**src/rtl/alu_pipe_pkg.sv**
```systemverilog
// alu_pipe_pkg: opcode bit positions, one-hot opcodes and flag layout
// shared by the ALU pipeline, its core and its interface.
package alu_pipe_pkg;

  localparam int OP_W = 12;

  localparam int B_ADD   = 0;
  localparam int B_SUB   = 1;
  localparam int B_AND   = 2;
  localparam int B_OR    = 3;
  localparam int B_SLL   = 4;
  localparam int B_SRA   = 5;
  localparam int B_ROR   = 6;
  localparam int B_SLT   = 7;
  localparam int B_SLTU  = 8;
  localparam int B_ADDC  = 9;
  localparam int B_XOR   = 10;
  localparam int B_NPERM = 11;

  localparam logic [OP_W-1:0] OP_ADD   = 12'h001;
  localparam logic [OP_W-1:0] OP_SUB   = 12'h002;
  localparam logic [OP_W-1:0] OP_AND   = 12'h004;
  localparam logic [OP_W-1:0] OP_OR    = 12'h008;
  localparam logic [OP_W-1:0] OP_SLL   = 12'h010;
  localparam logic [OP_W-1:0] OP_SRA   = 12'h020;
  localparam logic [OP_W-1:0] OP_ROR   = 12'h040;
  localparam logic [OP_W-1:0] OP_SLT   = 12'h080;
  localparam logic [OP_W-1:0] OP_SLTU  = 12'h100;
  localparam logic [OP_W-1:0] OP_ADDC  = 12'h200;
  localparam logic [OP_W-1:0] OP_XOR   = 12'h400;
  localparam logic [OP_W-1:0] OP_NPERM = 12'h800;

  localparam int FLAG_N = 3;
  localparam int FLAG_Z = 2;
  localparam int FLAG_C = 1;
  localparam int FLAG_V = 0;

  typedef struct packed {
    logic n;
    logic z;
    logic c;
    logic v;
  } flags_t;

endpackage

```
**src/rtl/alu_pipe_if.sv**
```systemverilog
// alu_pipe_if: operand beat in, result beat out, both valid/ready.
// master = producer/consumer side, slave = the ALU pipeline.
interface alu_pipe_if
  import alu_pipe_pkg::*;
#(
  parameter int WIDTH = 8
);
  logic             in_valid;
  logic             in_ready;
  logic [WIDTH-1:0] in_src1;
  logic [WIDTH-1:0] in_src2;
  logic [OP_W-1:0]  in_op;
  logic             out_valid;
  logic             out_ready;
  logic [WIDTH-1:0] out_result;
  logic [3:0]       out_flags;
  logic             out_err;

  modport master (
    output in_valid, in_src1, in_src2, in_op, out_ready,
    input  in_ready, out_valid, out_result, out_flags, out_err
  );

  modport slave (
    input  in_valid, in_src1, in_src2, in_op, out_ready,
    output in_ready, out_valid, out_result, out_flags, out_err
  );
endinterface

```
**src/rtl/alu_pipe_core.sv**
```systemverilog
// alu_pipe_core: combinational one-hot ALU.
// src1/src2/op in; result, {N,Z,C,V} flags and illegal-op err out.
module alu_pipe_core
  import alu_pipe_pkg::*;
#(
  parameter int WIDTH = 8
) (
  input  logic [WIDTH-1:0] src1,
  input  logic [WIDTH-1:0] src2,
  input  logic [OP_W-1:0]  op,
  output logic [WIDTH-1:0] result,
  output flags_t           flags,
  output logic             err
);
  localparam int SHW  = $clog2(WIDTH);
  localparam int HALF = WIDTH / 2;
  localparam int M    = WIDTH - 1;

  logic [SHW-1:0]     sh;
  logic [WIDTH:0]     sum;
  logic [WIDTH:0]     dif;
  logic [2*WIDTH-1:0] rot2;
  logic               add_v;
  logic               sub_v;
  logic               slt;
  logic               legal;
  logic               c;
  logic               v;

  function automatic logic [HALF-1:0] pick(
    input logic [1:0]       s,
    input logic [WIDTH-1:0] a,
    input logic [WIDTH-1:0] b
  );
    unique case (s)
      2'b00:   pick = a[WIDTH-1:HALF];
      2'b01:   pick = a[HALF-1:0];
      2'b10:   pick = b[WIDTH-1:HALF];
      default: pick = b[HALF-1:0];
    endcase
  endfunction

  assign sh    = src2[SHW-1:0];
  assign sum   = {1'b0, src1} + {1'b0, src2};
  // top bit of the widened difference is the unsigned borrow
  assign dif   = {1'b0, src1} - {1'b0, src2};
  // rotate as a right shift of the doubled word
  assign rot2  = {src1, src1} >> sh;
  assign add_v = (src1[M] == src2[M]) & (sum[M] != src1[M]);
  assign sub_v = (src1[M] != src2[M]) & (dif[M] != src1[M]);
  assign slt   = $signed(src1) < $signed(src2);
  assign legal = $onehot(op);

  always_comb begin
    result = '0;
    c      = 1'b0;
    v      = 1'b0;
    if (legal) begin
      unique case (1'b1)
        op[B_ADD]: begin
          result = sum[WIDTH-1:0];
          c      = sum[WIDTH];
          v      = add_v;
        end
        op[B_SUB]: begin
          result = dif[WIDTH-1:0];
          c      = dif[WIDTH];
          v      = sub_v;
        end
        op[B_AND]:  result = src1 & src2;
        op[B_OR]:   result = src1 | src2;
        op[B_SLL]:  result = src1 << sh;
        op[B_SRA]:  result = $signed(src1) >>> sh;
        op[B_ROR]:  result = rot2[WIDTH-1:0];
        op[B_SLT]:  result = WIDTH'(slt);
        op[B_SLTU]: result = WIDTH'(src1 < src2);
        op[B_ADDC]: begin
          result = sum[WIDTH] ? {1'b1, sum[WIDTH-1:1]}
                              : sum[WIDTH-1:0];
          c      = sum[WIDTH];
        end
        op[B_XOR]:  result = src1 ^ src2;
        op[B_NPERM]: begin
          result = {pick(src2[3:2], src1, src2),
                    pick(src2[1:0], src1, src2)};
        end
        default: result = '0;
      endcase
    end
  end

  always_comb begin
    flags   = '0;
    flags.n = legal & result[M];
    flags.z = legal & (result == '0);
    flags.c = c;
    flags.v = v;
    err     = !legal;
  end

endmodule

```
**src/rtl/alu_pipe.sv**
```systemverilog
// alu_pipe: 2-stage valid/ready ALU pipeline with op counter.
// clk, rst (sync, high); bus = beat in / result out; op_count = results taken.
module alu_pipe
  import alu_pipe_pkg::*;
#(
  parameter int WIDTH = 8,
  parameter int CNT_W = 16
) (
  input  logic             clk,
  input  logic             rst,
  alu_pipe_if.slave        bus,
  output logic [CNT_W-1:0] op_count
);
  logic             s1_valid;
  logic [WIDTH-1:0] s1_src1;
  logic [WIDTH-1:0] s1_src2;
  logic [OP_W-1:0]  s1_op;
  logic             s1_en;
  logic             s2_en;
  logic [WIDTH-1:0] core_result;
  flags_t           core_flags;
  logic             core_err;

  assign s2_en        = !bus.out_valid | bus.out_ready;
  assign s1_en        = !s1_valid | s2_en;
  assign bus.in_ready = s1_en;

  alu_pipe_core #(
    .WIDTH (WIDTH)
  ) u_core (
    .src1   (s1_src1),
    .src2   (s1_src2),
    .op     (s1_op),
    .result (core_result),
    .flags  (core_flags),
    .err    (core_err)
  );

  always_ff @(posedge clk) begin
    if (rst) begin
      s1_valid       <= 1'b0;
      s1_src1        <= '0;
      s1_src2        <= '0;
      s1_op          <= '0;
      bus.out_valid  <= 1'b0;
      bus.out_result <= '0;
      bus.out_flags  <= '0;
      bus.out_err    <= 1'b0;
      op_count       <= '0;
    end else begin
      if (s1_en) begin
        s1_valid <= bus.in_valid;
        if (bus.in_valid) begin
          s1_src1 <= bus.in_src1;
          s1_src2 <= bus.in_src2;
          s1_op   <= bus.in_op;
        end
      end
      if (s2_en) begin
        bus.out_valid <= s1_valid;
        if (s1_valid) begin
          bus.out_result <= core_result;
          bus.out_flags  <= core_flags;
          bus.out_err    <= core_err;
        end
      end
      if (bus.out_valid && bus.out_ready)
        op_count <= op_count + 1'b1;
    end
  end

endmodule

```
**src/flat_wrapper.sv**
```systemverilog
// flat-port wrapper written by rule: the top's interface ports become plain ports
module alu_pipe_flat import alu_pipe_pkg::*;
#(
  parameter int WIDTH = 8,
  parameter int CNT_W = 16
)
  (clk, rst, op_count, bus_in_valid, bus_in_src1, bus_in_src2, bus_in_op, bus_out_ready, bus_in_ready, bus_out_valid, bus_out_result, bus_out_flags, bus_out_err);
  alu_pipe_if #(.WIDTH(WIDTH)) bus_i ();
  input  logic clk;
  input  logic rst;
  output logic [CNT_W-1:0] op_count;
  input wire logic [$bits(bus_i.in_valid)-1:0] bus_in_valid;
  input wire logic [$bits(bus_i.in_src1)-1:0] bus_in_src1;
  input wire logic [$bits(bus_i.in_src2)-1:0] bus_in_src2;
  input wire logic [$bits(bus_i.in_op)-1:0] bus_in_op;
  input wire logic [$bits(bus_i.out_ready)-1:0] bus_out_ready;
  output wire logic [$bits(bus_i.in_ready)-1:0] bus_in_ready;
  output wire logic [$bits(bus_i.out_valid)-1:0] bus_out_valid;
  output wire logic [$bits(bus_i.out_result)-1:0] bus_out_result;
  output wire logic [$bits(bus_i.out_flags)-1:0] bus_out_flags;
  output wire logic [$bits(bus_i.out_err)-1:0] bus_out_err;
  assign bus_i.in_valid = bus_in_valid;
  assign bus_i.in_src1 = bus_in_src1;
  assign bus_i.in_src2 = bus_in_src2;
  assign bus_i.in_op = bus_in_op;
  assign bus_i.out_ready = bus_out_ready;
  assign bus_in_ready = bus_i.in_ready;
  assign bus_out_valid = bus_i.out_valid;
  assign bus_out_result = bus_i.out_result;
  assign bus_out_flags = bus_i.out_flags;
  assign bus_out_err = bus_i.out_err;
  alu_pipe #(.WIDTH(WIDTH), .CNT_W(CNT_W)) u_core (.clk(clk), .rst(rst), .bus(bus_i), .op_count(op_count));
endmodule
```
**config.mk**
```make
export PLATFORM = sky130hd
export DESIGN_NAME = alu_pipe_flat
export DESIGN_NICKNAME = d
export VERILOG_FILES = /design/src/rtl/alu_pipe_pkg.sv /design/src/rtl/alu_pipe_if.sv /design/src/rtl/alu_pipe_core.sv /design/src/rtl/alu_pipe.sv /design/src/flat_wrapper.sv
export SDC_FILE = /design/constraint.sdc
export NUM_CORES = 1
export LEC_CHECK = 0
export BUFFER_PORTS_ARGS = -buffer_cell sky130_fd_sc_hd__buf_4
export CAP_MARGIN = 10
export CORE_AREA = 2 2 97 99
export CTS_CLUSTER_SIZE = 20
export DETAILED_ROUTE_END_ITERATION = 10
export DIE_AREA = 0 0 99 101
export PLACE_DENSITY = 0.75
export SYNTH_ARGS = -nofsm -noshare
export SYNTH_HDL_FRONTEND = slang
export SYNTH_HIERARCHICAL = 1
export SYNTH_SLANG_ARGS = --single-unit
export TNS_END_PERCENT = 20
```
**constraint.sdc**
```tcl
create_clock -name clk -period 7.6 [get_ports clk]
set_input_delay 0 -clock clk [delete_from_list [all_inputs] [get_ports clk]]
set_output_delay 0 -clock clk [all_outputs]
set_load 0.02 [all_outputs]
```
==> flow_metrics.env <==
export IMPL_drtPass1Iterations=5
export IMPL_viasPerCell=6.16
export IMPL_synth_avg_cell_area_sq_um=7.91
export IMPL_netlist_area_sq_um=5090
export IMPL_crit_type="reg -> reg"
export IMPL_leakagePower_nw=2.40
export IMPL_yosysMostFrequentCell="nand2_1"
export IMPL_coreArea_sq_um=8980
export IMPL_fp_dieW_um=99
export IMPL_hold_viol_final=0
export IMPL_r2r_end="u_core/bus.out_flags[2]"
export IMPL_timing_rr_start="u_core/s1_op[5]"
export IMPL_placed_cells=772
export IMPL_max_slew_margin=0.227
export IMPL_htreeDepth=3
export IMPL_grt_max_degree=64
export IMPL_antenna_left=0
export IMPL_antenna_found_initial=0
export IMPL_overflow=0
export IMPL_crit_fanout=11
export IMPL_status="finished clean"
export IMPL_ctsRootBufferMaster="clkbuf_8"
export IMPL_final_cells=818
export IMPL_routed_wl_mm=15.3
export IMPL_r2r_slack_ps=2920
export IMPL_period_needed_ps=4680
export IMPL_fillers=752
export IMPL_max_freq_mhz=214
export IMPL_hpwl_mm=10.7
export IMPL_rsz0062_at_grt="false"
export IMPL_ys_seq_area_frac=0.232
export IMPL_drc_errors=0
export IMPL_peakVddDrop_v=0.000107
export IMPL_grt_usage=0.311
export IMPL_synthFlopType="dfxtp_1"
export IMPL_swShare=0.345
export IMPL_ys_async_sr_fraction=0
export IMPL_antennaDiodeCount=0
export IMPL_max_slew_worst_pin_slew_ps=1160
export IMPL_rows=35
export IMPL_critPathRequiredTime_ps=7800
export IMPL_clock_sinks=59
export IMPL_vias=5041
export IMPL_power_frac_comb=0.289
export IMPL_synthesis_nets=720
export IMPL_clkPwrFrac=0.343
export IMPL_startpoint_type="register"
export IMPL_crit_start="u_core/s1_op[5]"
export IMPL_die_area_sq_um=10000
export IMPL_ys_warn_count=6
export IMPL_grt_pass1_wl_mm=24.7
export IMPL_gp_congestion=1.01
export IMPL_clk_pin_slew_ps=80
export IMPL_clockBufferDepth=2
export IMPL_cp_endpoint="u_core/bus.out_flags[2]"
export IMPL_syn_inst=643
export IMPL_drive_gt1_frac=0.164
export IMPL_slew_viol_final=0
export IMPL_p_sw_uw=330
export IMPL_routedWlPerCell_um=18.7
export IMPL_worstSetupEndpointType="register"
export IMPL_ys_ff_latch=59
export IMPL_worstPathArrival_ps=4880
export IMPL_drv_cap=0
export IMPL_grt_pass1_vias=4916
export IMPL_min_path_type="in -> reg"
export IMPL_start_util=0.567
export IMPL_yosysTopAreaCell="dfxtp_1"
export IMPL_cts_buffers=9
export IMPL_numPortBuffers=62
export IMPL_fin_worst_skew_ps=11.5
export IMPL_power_density_nw_per_um2=162
export IMPL_p_int_uw=628
export IMPL_min_from="rst"
export IMPL_synthToLayoutAreaGrowth_pct=16.6
export IMPL_first_iter_violations=437
export IMPL_final_setup_viol_count=0
export IMPL_die_h_um=101
export IMPL_ys_types=78
export IMPL_synth_top_area_frac=0.232
export IMPL_r2r_cells=18
export IMPL_fin_setup_tns_ps=0
export IMPL_layout_nets=779
export IMPL_io_pins=63
export IMPL_netlist_top_cells_count="115 x nand2_1, 63 x a21oi_1, 59 x dfxtp_1, 52 x inv_1, 41 x nor2_1"
export IMPL_seqPwrFrac=0.368
export IMPL_synth_edf_count=0
export IMPL_clk_latency_ps=340
export IMPL_synth_area_leaders="dfxtp_1 23%, ha_1 8.9%, nand2_1 8.5%"
export IMPL_period_share=0.616
export IMPL_cts_tree="done"
[metrics by stage]
step | power (mW) | instance area (sq um) | setup slack (ps) | utilization | hold WS, ps
after floorplan | 0.556 | 5090 | 3220 | - | 136
after global placement | 0.606 | 5410 | 3100 | 0.602 | 247
after detailed placement | 0.615 | 5410 | 2970 | 0.602 | 256
after CTS | 0.956 | 5930 | 2950 | 0.661 | 140
after global routing | 1.01 | 5930 | 2660 | 0.661 | 173
final | 0.959 | 5930 | 2920 | 0.661 | 146
[state kept, by name, summed over array words and instances, names as in the netlist]
| register | count |
|---|---|
| u_core/bus.out_err | 1 |
| u_core/s1_valid | 1 |
| u_core/op_count | 16 |
| u_core/bus.out_flags | 4 |
| u_core/s1_src2 | 8 |
| u_core/s1_src1 | 8 |
| u_core/bus.out_valid | 1 |
| u_core/s1_op | 12 |
| u_core/bus.out_result | 8 |
[logic make-up after synthesis]
logic type,count (synthesis),synth area share
AO/OA/AOI/OAI,160,0.213
buffers and inverters,100,0.0994
AND/OR/NAND/NOR,227,0.205
XOR/XNOR,20,0.0344
multiplexers,32,0.0927
flip-flops,59,0.232
adder cells (fa/ha/maj),45,0.124
[power by group through the flow]
| stage | Combinational (mW) | Clock (mW) | Sequential, mW |
|---|---|---|---|
| 2_1_floorplan | 0.209 | 0 | 0.348 |
| 3_3_place_gp | 0.248 | 0 | 0.358 |
| 3_5_place_dp | 0.256 | 0 | 0.359 |
| 4_1_cts | 0.270 | 0.334 | 0.352 |
| 5_1_grt | 0.304 | 0.349 | 0.355 |
| 6_report | 0.277 | 0.329 | 0.353 |
[critical path: stages, from the launching register on]
cell	delay [ps]
dfxtp_1	540
inv_1	170
fa_1	520
inv_1	40
ha_1	180
ha_1	270
inv_1	50
fa_1	500
inv_1	40
ha_1	190
fa_1	370
xnor2_1	120
or4_1	510
a41o_1	370
a31oi_1	260
nor3_1	90
and4bb_1	200
nand2_1	50
a21oi_1	60
[worst min path at each step]
stage	end	slack [ps]	depth (start not counted)
2_1_floorplan	u_core/s1_op[4]	140	2
3_3_place_gp	u_core/s1_src1[6]	250	3
3_5_place_dp	u_core/s1_src1[4]	260	3
4_1_cts	u_core/op_count[0]	140	2
5_1_grt	u_core/op_count[8]	170	2
6_report	u_core/op_count[10]	150	2
[layout by cell type, fill, tap and decap left out, drive strengths merged, types with 10 or more instances in the layout]
master       count
a21oi           64
buf             65
dfxtp           59
dlygate4sd3     30
ha              36
inv             53
mux2            12
mux2i           10
mux4            10
nand2          115
nand3           14
nor2            41
nor2b           10
nor3            16
o211ai          10
o21ai           18
xnor2           15
[final cells by class]
class	count	area, sq um	area share
clock buffer	9	124	0.0209
inverter	53	199	0.0335
timing repair buffer	95	788	0.133
tap	111	139	0.0234
multi-input combinational	484	3400	0.573
clock inverter	7	100	0.0169
sequential	59	1180	0.199
[repair_timing]
action	in CTS	in global routing
resized for setup	0	0
buffers inserted	0	0
endpoints found under the hold margin	30	0
hold buffers	30	0
[routing by layer]
| metal | part of all wire | GRT usage | routed length [um] |
|---|---|---|---|
| met5 | 0 | 0 | 0 |
| met4 | 0.032 | 0.140 | 494 |
| met3 | 0.070 | 0.0437 | 1070 |
| met2 | 0.47 | 0.496 | 7160 |
| met1 | 0.43 | 0.420 | 6550 |
No activity file was read; power rests on OpenSTA's default activity.
